$ cat src/rtl/bin_gray_counter.sv
// Up/down binary counter with a registered Gray-coded twin, sequenced by start/stop and handed out over valid/ready.
// Optional macro GRAY_STEP_CHECK_EN adds a sticky err output that flags non-single-bit Gray steps between transfers.
module bin_gray_counter #(
    parameter int WIDTH     = 4,
    parameter int MAX_COUNT = 15
) (
    input  logic             clk,
    input  logic             rst_n,
    input  logic             start,
    input  logic             stop,
    input  logic             dir,
    input  logic             mode,
    input  logic             load,
    input  logic [WIDTH-1:0] load_val,
    output logic [WIDTH-1:0] bin_out,
    output logic [WIDTH-1:0] gray_out,
    output logic             out_valid,
    input  logic             out_ready,
    output logic             tc,
    output logic             busy
`ifdef GRAY_STEP_CHECK_EN
    ,
    output logic             err
`endif
);

    typedef enum logic [1:0] {
        IDLE = 2'd0,
        RUN  = 2'd1,
        SAT  = 2'd2
    } state_t;

    localparam logic [WIDTH-1:0] MAX_VAL = WIDTH'(MAX_COUNT);

    state_t           state;
    state_t           state_next;
    logic [WIDTH-1:0] count_next;
    logic [WIDTH-1:0] load_clamped;
    logic             transfer;
    logic             at_boundary;

    assign transfer     = (state == RUN) && out_ready;
    assign at_boundary  = dir ? (bin_out == MAX_VAL) : (bin_out == '0);
    assign load_clamped = (load_val > MAX_VAL) ? MAX_VAL : load_val;

    // Gray code is derived from the next binary value so both outputs update on the same edge.
    always_ff @(posedge clk or negedge rst_n) begin
        if (!rst_n) begin
            state    <= IDLE;
            bin_out  <= '0;
            gray_out <= '0;
        end else begin
            state    <= state_next;
            bin_out  <= count_next;
            gray_out <= count_next ^ (count_next >> 1);
        end
    end

    always_comb begin
        state_next = state;
        count_next = bin_out;
        if (stop) begin
            state_next = IDLE;
        end else if (load) begin
            count_next = load_clamped;
            if (state == SAT) begin
                state_next = RUN;
            end
        end else begin
            case (state)
                IDLE: begin
                    if (start) begin
                        state_next = RUN;
                    end
                end
                RUN: begin
                    if (transfer) begin
                        if (at_boundary) begin
                            if (mode) begin
                                state_next = SAT;
                            end else begin
                                count_next = dir ? '0 : MAX_VAL;
                            end
                        end else begin
                            count_next = dir ? (bin_out + WIDTH'(1)) : (bin_out - WIDTH'(1));
                        end
                    end
                end
                SAT: begin
                    if (start) begin
                        state_next = RUN;
                    end
                end
                default: begin
                    state_next = IDLE;
                end
            endcase
        end
    end

    always_comb begin
        out_valid = (state == RUN);
        busy      = (state == RUN);
        tc        = transfer && at_boundary;
    end

`ifdef GRAY_STEP_CHECK_EN
    localparam bit FULL_RANGE = (MAX_COUNT == (1 << WIDTH) - 1);

    logic [WIDTH-1:0] last_gray;
    logic [WIDTH-1:0] gray_diff;
    logic             check_armed;
    logic             one_bit_step;

    assign gray_diff    = gray_out ^ last_gray;
    assign one_bit_step = (gray_diff != '0) && ((gray_diff & (gray_diff - WIDTH'(1))) == '0);

    // A load, a fresh start from IDLE, or a short-range wrap breaks the single-bit chain, so the next step is not judged.
    always_ff @(posedge clk or negedge rst_n) begin
        if (!rst_n) begin
            err         <= 1'b0;
            last_gray   <= '0;
            check_armed <= 1'b0;
        end else begin
            if (transfer) begin
                if (check_armed && !one_bit_step) begin
                    err <= 1'b1;
                end
                last_gray   <= gray_out;
                check_armed <= !(at_boundary && !mode && !FULL_RANGE);
            end
            if (load || state == IDLE) begin
                check_armed <= 1'b0;
            end
        end
    end
`endif

endmodule

$ cat config.mk
export PLATFORM = sky130hd
export DESIGN_NAME = bin_gray_counter
export DESIGN_NICKNAME = d
export VERILOG_FILES = /design/src/rtl/bin_gray_counter.sv
export SDC_FILE = /design/constraint.sdc
export NUM_CORES = 1
export LEC_CHECK = 0
export CAP_MARGIN = 20
export CORE_MARGIN = 2
export CORE_UTILIZATION = 40
export CTS_CLUSTER_SIZE = 16
export DETAILED_ROUTE_END_ITERATION = 10
export HOLD_SLACK_MARGIN = 0.08
export PLACE_DENSITY = 0.68
export RECOVER_POWER = 50
export SYNTH_ARGS = -nofsm -noshare
export SYNTH_HDL_FRONTEND = slang
export SYNTH_SLANG_ARGS = --single-unit
$ cat constraint.sdc
create_clock -name clk -period 2.7 [get_ports clk]
set_input_delay 0.54 -clock clk [delete_from_list [all_inputs] [get_ports clk]]
set_output_delay 0.54 -clock clk [all_outputs]
set_load 0.05 [all_outputs]
# Word level (Yosys, flattened, before mapping)

Cells that the tools add are included.

Register bits after elaboration: 10
Input bits: 12
Output and inout port bits: 11
Logic and storage cells: 39

$add $sub $neg: 2
Order comparisons: 1
Equality and inequality tests: 8
Muxes and demuxes: 18
Bitwise gates (word level): 1
Reduce and logical (&&, ||, !) cells: 6

Operator list:

| kind                | count |
|---|---|
| $mux 4              | 9 |
| $mux 2              | 7 |
| $ne 4x3->1 const B  | 2 |
| $reduce_and 5->1    | 1 |
| $add 4x1->4 const B | 1 |
| $eq 4x4->1 const B  | 1 |
| $gt 4x4->1 const B  | 1 |
| $logic_not 4->1     | 1 |
| $ne 4x1->1 const B  | 1 |
| $ne 4x4->1 const B  | 1 |
| $pmux 2 s2          | 1 |
| $sub 4x1->4 const B | 1 |
| $xor 4x3->4         | 1 |
| $ne 3x2->1 const B  | 1 |
| $eq 2x1->1 const B  | 1 |
| $eq 2x2->1 const B  | 1 |
| $logic_and 1x1->1   | 2 |
| $logic_not 2->1     | 1 |
| $reduce_or 2->1     | 1 |
| $mux 1              | 1 |

# Longest topological paths before layout

Gate-level depths: netlist of the first run.

Word-level depth: 8
Mapped depth: 7
Mapped depth without buffers: 7

# Worst setup path after synthesis of the first run

Ideal clock, no wire load.

Kind: flip-flop to output port
Start point: register bin_out[1]
End point: output tc
Arrival: 1.780 ns
Required time: 2.160 ns
Slack: 0.380 ns
Cell stages (with the launch flop): 4
Buffers on the path: 0
Path through: dfrtp_1 -> or3_4 -> o22ai_4 -> and2_1

Cells in the longest elaborated chain, start to end: 3
Elaborated cells on any way between the ends: 4
Those cells by class: 1 x eq/ne; 1 x mux; 2 x reduce/logical

RTL lines:

| element                                       | RTL line | source |
|---|---|---|
| start: declaration                            | 15       | `output logic [WIDTH-1:0] bin_out,` |
| start signal: assignment                      | 54       | `bin_out <= count_next;` |
| $eq 4x4->1 or $logic_not 4->1 (tied branches) | 43       | `assign at_boundary = dir ? (bin_out == MAX_VAL) : (bin_out == '0);` |
| $mux 1 *                                      | 43       |  |
| $logic_and 1x1->1 *                           | 104      | `tc = transfer && at_boundary;` |
| end: declaration                              | 19       | `output logic tc,` |

Every way passes the cells marked *; elsewhere a longest branch is shown, timed or not.

# Final worst setup path of the first run

Start point: input dir
End point: output tc

Cells in the longest elaborated chain, start to end: 2

RTL lines:

| element            | RTL line | source |
|---|---|---|
| start: declaration | 11       | `input logic dir,` |
| $mux 1             | 43       |  |
| $logic_and 1x1->1  | 104      |  |

Every way passes these cells.

==> results of run 1 <==
cell type report:
class                           instances  share of cell area
Inverter                                9              0.0331
Sequential cell                         9               0.221
Tap cell                               25              0.0306
Clock buffer                            4              0.0257
Multi-Input combinational cell         66               0.431
Timing Repair Buffer                   27               0.259
sequential cells by signal (all words and copies together) (netlist names):
signal,flops
bin_out,4
gray_out,3
state,2
metrics by stage:
step	setup WS (ns)	util	instances	cell area, sq um
detailed placement	0.121	0.581	136	1000
floorplan	0.380	-	88	727
CTS	0.217	0.596	140	1030
global route	0.117	0.591	140	1020
global placement	0.195	0.581	136	1000
finish	0.175	0.591	140	1020
kinds of logic (layout without fill, tap and decap cells):
logic type | Yosys count | count (layout) | synth area share
adder cells (fa/ha/maj) | 3 | 3 | 0.0620
XOR/XNOR | 4 | 4 | 0.0482
AO/OA/AOI/OAI | 28 | 28 | 0.270
flip-flops | 9 | 9 | 0.310
multiplexers | 1 | 1 | 0.0138
buffers and inverters | 13 | 40 | 0.0774
AND/OR/NAND/NOR | 30 | 30 | 0.219
layout by cell type (no fill, tap or decap), types with 2 or more instances in the layout:
| cell type | instances |
|---|---|
| inv_1 | 8 |
| a21oi_1 | 7 |
| nand2b_1 | 2 |
| dlygate4sd3_1 | 4 |
| ha_1 | 2 |
| o22ai_1 | 2 |
| clkbuf_4 | 3 |
| nand2_1 | 6 |
| nor2_1 | 7 |
| nand3_1 | 3 |
| and3b_1 | 2 |
| xnor2_1 | 3 |
| nor3_1 | 3 |
| clkbuf_1 | 2 |
| clkdlybuf4s50_1 | 17 |
| nand4_1 | 2 |
| dfrtp_1 | 9 |
| o21ai_0 | 6 |
| buf_4 | 4 |
path summary, 6_finish.rpt:
path | endpoint | depth (start not counted)
max in group asynchronous | gray_out[2] | 1
min in group asynchronous | state[0] | 1
hold / removal | state[1] | 2
setup reg to reg | gray_out[1] | 7
setup / recovery | tc | 5
hold reg to reg | state[1] | 2
worst max-delay path, cell delays in order:
cell and delay, ns:
clkdlybuf4s50_1 0.43, or3_1 0.47, o22ai_4 0.20, and2_1 0.19, buf_12 0.14
per-layer routing:
layer | vias to the layer above | share of wire | GRT usage
met5 | - | 0 | 0
met3 | 2 | 0.037 | 0.0314
met2 | 18 | 0.47 | 0.300
met1 | 330 | 0.49 | 0.257
li1 | 372 | - | -
met4 | 0 | 0.0022 | 0.0667
where the power goes:
part	total (mW)	switching, mW	internal (mW)
Combinational	0.347	0.220	0.127
Clock	0.0978	0.0412	0.0566
Sequential	0.194	0.0304	0.163
Total	0.638	0.291	0.347
==> results by group, run 1 <==
Routing
  – Total wire length: about 1800 microns
  – Via density: just over 5
  – Via count: about 720
  – DRT iter0 DRCs: 15
  – DRT Pass-1 Iters: 4
  – Residual DRC: 0
  – Wire length per cell: about 13 microns
  – Antenna viol nets, final: 0

Global routing
  – Initial antenna violation count: 0
  – Tot GR Track Use: 0.189
  – Largest net degree at the start of global routing: 11
  – First-pass GRT wire length: between 2000 and 3000 microns
  – Vias in the first global route: a little under 700
  – GR Overflow Total: 0

Synthesis
  – Synth cell types: 38
  – Most common cell in the netlist: dfrtp_1
  – Post-synth net total: between 100 and 150
  – Top-area cell type share of the netlist area: 0.310
  – Top post-synthesis cells by area: dfrtp_1, a21oi_1, o21ai_0
  – Sequential share of the synthesized area: 0.310
  – Top FF cell, synth: dfrtp_1
  – Synth warn: 0
  – Area leader, netlist: dfrtp_1
  – Top post-synthesis cells by count: dfrtp_1, inv_1, a21oi_1, nor2_1
  – Syn Std Cell Area: 727 sq um
  – Ys async rst share: 1.00
  – Cell count after synthesis: 88
  – Yosys reg bits: 9
  – Post-Syn Area per Cell: about 8.3 sq um
  – Post-synth EDFFs: 0

Timing
  – Setup Skew: 0.00801 ns
  – RSZ-0062 raised after global routing: no
  – Setup TNS: 0 ns
  – # setup viols final: 0
  – Max Slew Vio Count: 0
  – Final hold vios: 0
  – FMAX: about 400 MHz
  – Min cycle time layout: roughly 2.5 ns
  – Slew HR: 0.653
  – Slew @ Worst Pin: 0.518 ns
  – Final period util: 0.935
  – Worst hold slack: around 0.62 ns

CTS
  – Hold_buf cts: 0
  – Clk Latency, worst-skew pair: around 0.25 ns
  – CTS tree: built
  – PostCTS Resize Cnt: 0
  – Clock Path Buffers: 2
  – CTS sink cnt: 9
  – Root buffer cell: clkbuf_4
  – CTS buffer count: 3
  – H-tree lvl count: 1
  – Post-CTS setup buffers: 0
  – CTS clock-pin slew for the worst setup and hold paths: about 0.060 ns

Critical path
  – Critical Path RT: approximately 2.2 ns
  – Crit path from: dir
  – Flop-to-flop setup slack: 0.58 ns
  – CP arrival: 1.98 ns
  – Critical path capture point type: output port
  – Crit path kind: in -> out
  – Max FO, Critical Path: 4
  – Reg2reg start: bin_out[1]
  – Startpoint Class: input pin

Floorplanning
  – Die W: 46.6 microns
  – Die height: 46.6 microns
  – Total core area: 0.00173 sq mm
  – Initial Utilization: 0.421
  – Die area: between 0.002 and 0.0025 sq mm
  – Row Count: 15
  – # IOs: 23

Min path
  – HP Start: state[1]
  – Min-Delay Path Class: reg -> reg

Final layout
  – Synth-to-Final Area Change: 40.4%
  – Share of cells above drive strength 1: 0.122
  – Fin nets: between 100 and 150
  – Reg area: approximately 230 sq um
  – # diodes: 0
  – Layout fillers: between 150 and 200
  – Area occupied by multi-input gates: around 440 sq um

Outcome
  – Status: completed

Flow run
  – Max-Cap Viols: 0

Power
  – Worst vdd ir: approximately 420 uV
  – Leak Pwr: 0.414 nW
  – Pwr Total: between 0.6 and 0.7 mW
  – Power Density: between 600 and 700 mW/mm^2

Place
  – HPWL Detailed: about 1400 microns
  – Final RePlAce weighted congestion: between 0.8 and 0.9
  – Port bufs: 22
No activity file was read; power rests on OpenSTA's default activity.
==> inputs of run 2 (changes only) <==
--- a/config.mk
+++ b/config.mk
@@ -10,8 +10,9 @@
 export CORE_UTILIZATION = 40
 export CTS_CLUSTER_SIZE = 16
 export DETAILED_ROUTE_END_ITERATION = 10
+export DONT_BUFFER_PORTS = 1
 export HOLD_SLACK_MARGIN = 0.08
-export PLACE_DENSITY = 0.68
+export PLACE_DENSITY = 0.51
 export RECOVER_POWER = 50
 export SYNTH_ARGS = -nofsm -noshare
 export SYNTH_HDL_FRONTEND = slang
==> run 2 against run 1 <==
Sequential power increased by 24%. Maximum frequency is 14% higher. Routed wire length shrank 4.9%. Core utilization fell by 11 points. Flip-flop and latch count stayed put. Register-to-register slack better by 0.12 ns. First-iteration DRC count shrank 73%. Global-route usage about the same. Combinational power decreased by 31%. Critical endpoint unchanged.
==> results by group, run 2 (same netlist as run 1, synthesis figures left out) <==
Outcome
  – Status: completed

Routing
  – Residual DRC: 0 (unchanged)
  – Wire length per cell: 14.2 microns (+11%)
  – Antenna viol nets, final: 0 (unchanged)
  – DRT Pass-1 Iters: 3 (-1)
  – Total wire length: 1710 microns (-4.9%)
  – DRT iter0 DRCs: 4 (-11)
  – Via density: 5.40 (+4.7%)
  – Via count: 648 (-10%)

Global routing
  – Tot GR Track Use: 0.188 (-0.000453)
  – First-pass GRT wire length: 2900 microns (-1.2%)
  – Largest net degree at the start of global routing: 11 (unchanged)
  – Vias in the first global route: 645 (-4.3%)
  – GR Overflow Total: 0 (unchanged)
  – Initial antenna violation count: 0 (unchanged)

Critical path
  – Reg2reg path depth: 8 (+1)
  – Crit path kind: reg -> out
  – Crit path from: bin_out[3]
  – Critical Path RT: 2.16 ns (about the same)
  – Flop-to-flop setup slack: 0.70 ns (+0.12 ns)
  – Startpoint Class: register
  – Max FO, Critical Path: 9 (+5)
  – Reg2reg start: bin_out[0]
  – R2r endpoint: gray_out[0]
  – Critical path capture point type: output port
  – CP arrival: 1.68 ns (-0.30 ns)

Floorplanning
  – Total core area: 0.00173 sq mm (unchanged)
  – Initial Utilization: 0.421 (unchanged)
  – Die area: 0.00217 sq mm (unchanged)
  – # IOs: 23 (unchanged)
  – Row Count: 15 (unchanged)
  – Die height: 46.6 microns (unchanged)
  – Die W: 46.6 microns (unchanged)

Power
  – Pwr Total: 0.582 mW (-8.8%)
  – Power Density: 699 mW/mm^2 (+12%)
  – Worst vdd ir: 508 uV (+20%)
  – Leak Pwr: 0.342 nW (-17%)

Final layout
  – Most common cell after layout, fill and taps aside: dfrtp_1
  – Fin nets: 111 (-15%)
  – Synth-to-Final Area Change: 14.5%
  – Layout fillers: 189 (+15%)
  – Layout Cells excl Fill: 120 (-14%)
  – # diodes: 0 (unchanged)
  – Finished layout cell area: 832 sq um (-19%)
  – Share of cells above drive strength 1: 0.179 (+0.0572)
  – Most frequent cells in the layout: dfrtp_1, inv_1, nor2_1, a21oi_1
  – Number of flip-flops in the largest register: 4 (unchanged)
  – Register bank with the most flops: bin_out
  – Largest regs: bin_out (4), gray_out (3), state (2)

Timing
  – Min cycle time layout: 2.22 ns (-0.302 ns)
  – Slew HR: 0.697 (+0.0441)
  – Max Slew Vio Count: 0 (unchanged)
  – Setup TNS: 0 ns (unchanged)
  – # setup viols final: 0 (unchanged)
  – Final period util: 0.823 (-0.112)
  – Slew @ Worst Pin: 0.454 ns (-0.0642 ns)
  – Setup Skew: 0.00389 ns (-0.00413 ns)
  – Final hold vios: 0 (unchanged)
  – RSZ-0062 raised after global routing: no
  – FMAX: 450 MHz (+14%)
  – Final setup margin: 0.478 ns (+0.302 ns)

Place
  – HPWL Detailed: 1370 microns (-4.1%)
  – Place WS: 0.599 ns (+0.478 ns)
  – Placed cell area: 796 sq um (-21%)
  – Inst Count DP: 115 (-15%)
  – Final RePlAce weighted congestion: 0.799 (-5.1%)
  – Port bufs: 0 (-100%)

CTS
  – CTS tree: built
  – H-tree lvl count: 1 (unchanged)
  – CTS sink cnt: 9 (unchanged)
  – Clk Latency, worst-skew pair: 0.25 ns (about the same)
  – Clock Path Buffers: 2 (unchanged)
  – CTS buffer count: 3 (unchanged)
  – CTS clock-pin slew for the worst setup and hold paths: 0.06 ns (about the same)
  – Root buffer cell: clkbuf_4

Flow run
  – Max-Cap Viols: 0 (unchanged)

Min path
  – Hold Path End: state[0]
  – Min-Delay Path Class: in -> reg
  – Hold depth: 1 (-1)
  – HP Start: stop
[run 2: cell type report]
type                            count  area [sq um]  area share
Multi-Input combinational cell     66           448       0.538
Inverter                            9          33.8      0.0406
Timing Repair Buffer                7          67.6      0.0812
Tap cell                           25          31.3      0.0376
Clock buffer                        4          26.3      0.0316
Sequential cell                     9           225       0.271
[run 2: worst max-delay path by stage]
stage | endpoint | cells past startpoint | slack (ns)
after floorplan | tc | 3 | 0.38
after global placement | tc | 4 | 0.62
after detailed placement | tc | 4 | 0.60
after CTS | tc | 5 | 0.44
after global routing | tc | 5 | 0.38
final | tc | 5 | 0.48
[run 2: repair_timing]
action                                 in CTS  in global routing
gates resized for setup                     0                  0
hold buffers                                1                  0
endpoints found under the hold margin       9                  0
setup buffers                               0                  0
[run 2: report_power, final]
| group | leakage, nW | total (mW) | internal, mW | switching [mW] |
|---|---|---|---|---|
| logic | 0.218 | 0.240 | 0.0813 | 0.159 |
| clock network | 0.0150 | 0.101 | 0.0568 | 0.0440 |
| registers | 0.109 | 0.241 | 0.163 | 0.0783 |
| total | 0.342 | 0.582 | 0.301 | 0.281 |
[run 2: worst max-delay path, stage by stage (launching register included)]
cell and delay (ns):
dfrtp_1 0.34, buf_4 0.34, nand3_1 0.18, o22ai_4 0.21
and2_1 0.21, buf_12 0.14
[run 2: routing by layer]
metal	vias up	wire length (microns)	GRT usage
met5	-	0	0
met4	0	9	0.0833
met3	2	107	0.0353
met2	14	776	0.286
met1	300	812	0.258
li1	332	-	-
[run 2: metrics by stage]
step,hold slack [ns],util
2_1_floorplan,0.244,-
3_3_place_gp,0.245,0.461
3_5_place_dp,0.245,0.461
4_1_cts,0.342,0.482
5_1_grt,0.343,0.482
6_report,0.349,0.482
==> inputs of run 3 (changes only) <==
--- a/config.mk
+++ b/config.mk
@@ -12,7 +12,7 @@
 export DETAILED_ROUTE_END_ITERATION = 10
 export DONT_BUFFER_PORTS = 1
 export HOLD_SLACK_MARGIN = 0.08
-export PLACE_DENSITY = 0.51
+export PLACE_DENSITY = 0.53
 export RECOVER_POWER = 50
 export SYNTH_ARGS = -nofsm -noshare
 export SYNTH_HDL_FRONTEND = slang
==> constraint.sdc (replaced) <==
create_clock -name clk -period 1.8 [get_ports clk]
set_input_delay 0.36 -clock clk [delete_from_list [all_inputs] [get_ports clk]]
set_output_delay 0.36 -clock clk [all_outputs]
set_load 0.05 [all_outputs]
==> run 3 against run 2 <==
Register-to-register slack worse by 0.71 ns. Clock power is 45% higher. Die area stayed put. The run now ends with setup timing left. Critical path depth is 2 lower. Largest power group is now combinational cells. Clock skew hardly changed. Count of clock-buffer cells in the layout stayed put.
==> results by group, run 3 (same netlist as run 1, synthesis figures left out) <==
Timing
  – RSZ-0062 raised after global routing: yes
  – Slew @ Worst Pin: 0.456 ns (+0.00156 ns)
  – FMAX: 536 MHz
  – Final hold vios: 0 (unchanged)
  – # setup viols final: 2 (+2)
  – Setup Skew: 0.00358 ns (-0.000310 ns)
  – Max Slew Vio Count: 0 (unchanged)
  – Final setup margin: -0.0652 ns (-0.543 ns)
  – Slew HR: 0.696 (-0.00104)
  – Min cycle time layout: around 1.9 ns
  – Final period util: 1.04

Place
  – Place WS: -0.0862 ns (-0.685 ns)
  – Port bufs: 0 (unchanged)
  – Final RePlAce weighted congestion: 0.769 (-3.7%)
  – HPWL Detailed: 1500 microns (+9.5%)

Flow run
  – Max-Cap Viols: 0 (unchanged)

Floorplanning
  – Die area: 0.00217 sq mm (unchanged)
  – Row Count: 15 (unchanged)
  – Total core area: 0.00173 sq mm (unchanged)
  – Initial Utilization: 0.421 (unchanged)
  – Die W: 46.6 microns (unchanged)
  – # IOs: 23 (unchanged)
  – Die height: 46.6 microns (unchanged)

Final layout
  – Reg area: 230 sq um (+2.2%)
  – Most frequent cells in the layout: buf_4, inv_1, nor2_1
  – Register bank with the most flops: bin_out
  – Largest regs: bin_out (4), gray_out (3), state (2)
  – Layout fillers: 175 (-7.4%)
  – Fin nets: 121 (+9.0%)
  – Number of flip-flops in the largest register: 4 (unchanged)
  – # diodes: 0 (unchanged)
  – Area occupied by multi-input gates: 509 sq um (+14%)
  – Share of cells above drive strength 1: 0.400 (+0.221)
  – Synth-to-Final Area Change: 32.7%
  – Finished Core Util: 0.559 (+0.0768)
  – Most common cell after layout, fill and taps aside: buf_4

Routing
  – Total wire length: 1960 microns (+15%)
  – Antenna viol nets, final: 0 (unchanged)
  – Via density: 5.46 (+1.1%)
  – DRT Pass-1 Iters: 4 (+1)
  – Wire length per cell: 15.1 microns (+5.9%)
  – Via count: 710 (+9.6%)
  – DRT iter0 DRCs: 17 (+13)
  – Residual DRC: 0 (unchanged)

Critical path
  – CP max stage delay: 0.43 ns (+0.09 ns)
  – Crit path kind: reg -> out
  – Critical path capture point type: output port
  – Max FO, Critical Path: 4 (-5)
  – CP arrival: 1.51 ns (-0.17 ns)
  – Startpoint Class: register
  – Critical Path RT: 1.44 ns (-0.72 ns)
  – CP Cell Sequence: or3_4, o22ai_4, and2_4
  – Slowest CP cell: dfrtp_2

CTS
  – CTS clock-pin slew for the worst setup and hold paths: 0.06 ns (about the same)
  – Clock Path Buffers: 2 (unchanged)
  – Root buffer cell: clkbuf_4
  – H-tree lvl count: 1 (unchanged)
  – CTS sink cnt: 9 (unchanged)
  – CTS tree: built
  – Clk Latency, worst-skew pair: 0.25 ns (about the same)
  – CTS buffer count: 3 (unchanged)

Power
  – Power Density: 1010 mW/mm^2 (+44%)
  – Leak Pwr: 0.394 nW (+15%)
  – Worst vdd ir: 547 uV (+7.7%)
  – Pwr Total: 0.971 mW (+67%)

Outcome
  – Status: finished, violations left
  – Failing checks: setup timing

Global routing
  – Initial antenna violation count: 0 (unchanged)
  – Largest net degree at the start of global routing: 11 (unchanged)
  – Tot GR Track Use: 0.187 (-0.00145)
  – GR Overflow Total: 0 (unchanged)
  – First-pass GRT wire length: 2860 microns (-1.7%)
  – Vias in the first global route: 640 (-0.78%)

Min path
  – Min-Delay Path Class: in -> reg
run 3: cell types whose count changed in the layout (fill, tap and decap cells not counted), sizes merged:
cell  before  now
buf        6   16
run 3: per-stage QoR:
step,setup TNS [ns],cells,hold WS (ns),cell area [sq um]
2_1_floorplan,-0.0714,88,0.0644,754
3_3_place_gp,0,122,0.0646,861
3_5_place_dp,-0.0862,122,0.0646,861
4_1_cts,-0.0796,128,0.168,910
5_1_grt,-0.206,130,0.153,965
6_report,-0.0791,130,0.171,965
run 3: worst paths after layout:
| check | startpoint | end | slack (ns) | depth (start not counted) |
|---|---|---|---|---|
| max | bin_out[1] | tc | -0.07 | 3 |
| min | stop | state[0] | 0.17 | 1 |
| max reg2reg | bin_out[1] | gray_out[2] | -0.01 | 7 |
| min reg2reg | state[0] | state[0] | 0.65 | 2 |
| max in group asynchronous | rst_n | bin_out[3] | 1.02 | 1 |
| min in group asynchronous | rst_n | state[1] | 0.47 | 1 |
run 3: worst max-delay path: cells and delay by family (launching register included):
kind | cells | cell delay, ns
simple gates | 2 | 0.65
flops | 1 | 0.43
compound gates | 1 | 0.18
run 3: repair_timing:
item | in CTS | in global routing
endpoints found under the hold margin | 9 | 0
gates resized for setup | 1 | 9
hold buffers | 1 | 0
endpoints found under the setup margin | 2 | 4
cloned | 0 | 0
pin swaps | 2 | 3
setup buffers | 1 | 2
run 3: cell type report:
cell class	count	share of cell area
timing repair buffer	17	0.139
clock buffer	4	0.0272
sequential	9	0.239
multi-input combinational	66	0.528
inverter	9	0.0350
tap	25	0.0324
run 3: where the power goes:
part / internal, mW / leakage (nW) / switching [mW]
Sequential: 0.247 / 0.105 / 0.127
Combinational: 0.186 / 0.275 / 0.266
Clock: 0.0848 / 0.0150 / 0.0608
run 3: layer usage:
| metal | track usage | up-vias | wire length, microns |
|---|---|---|---|
| met5 | 0 | - | 0 |
| met4 | 0.0500 | 0 | 0 |
| met3 | 0.0392 | 0 | 108 |
| met2 | 0.292 | 17 | 962 |
| met1 | 0.261 | 346 | 886 |
| li1 | - | 347 | - |
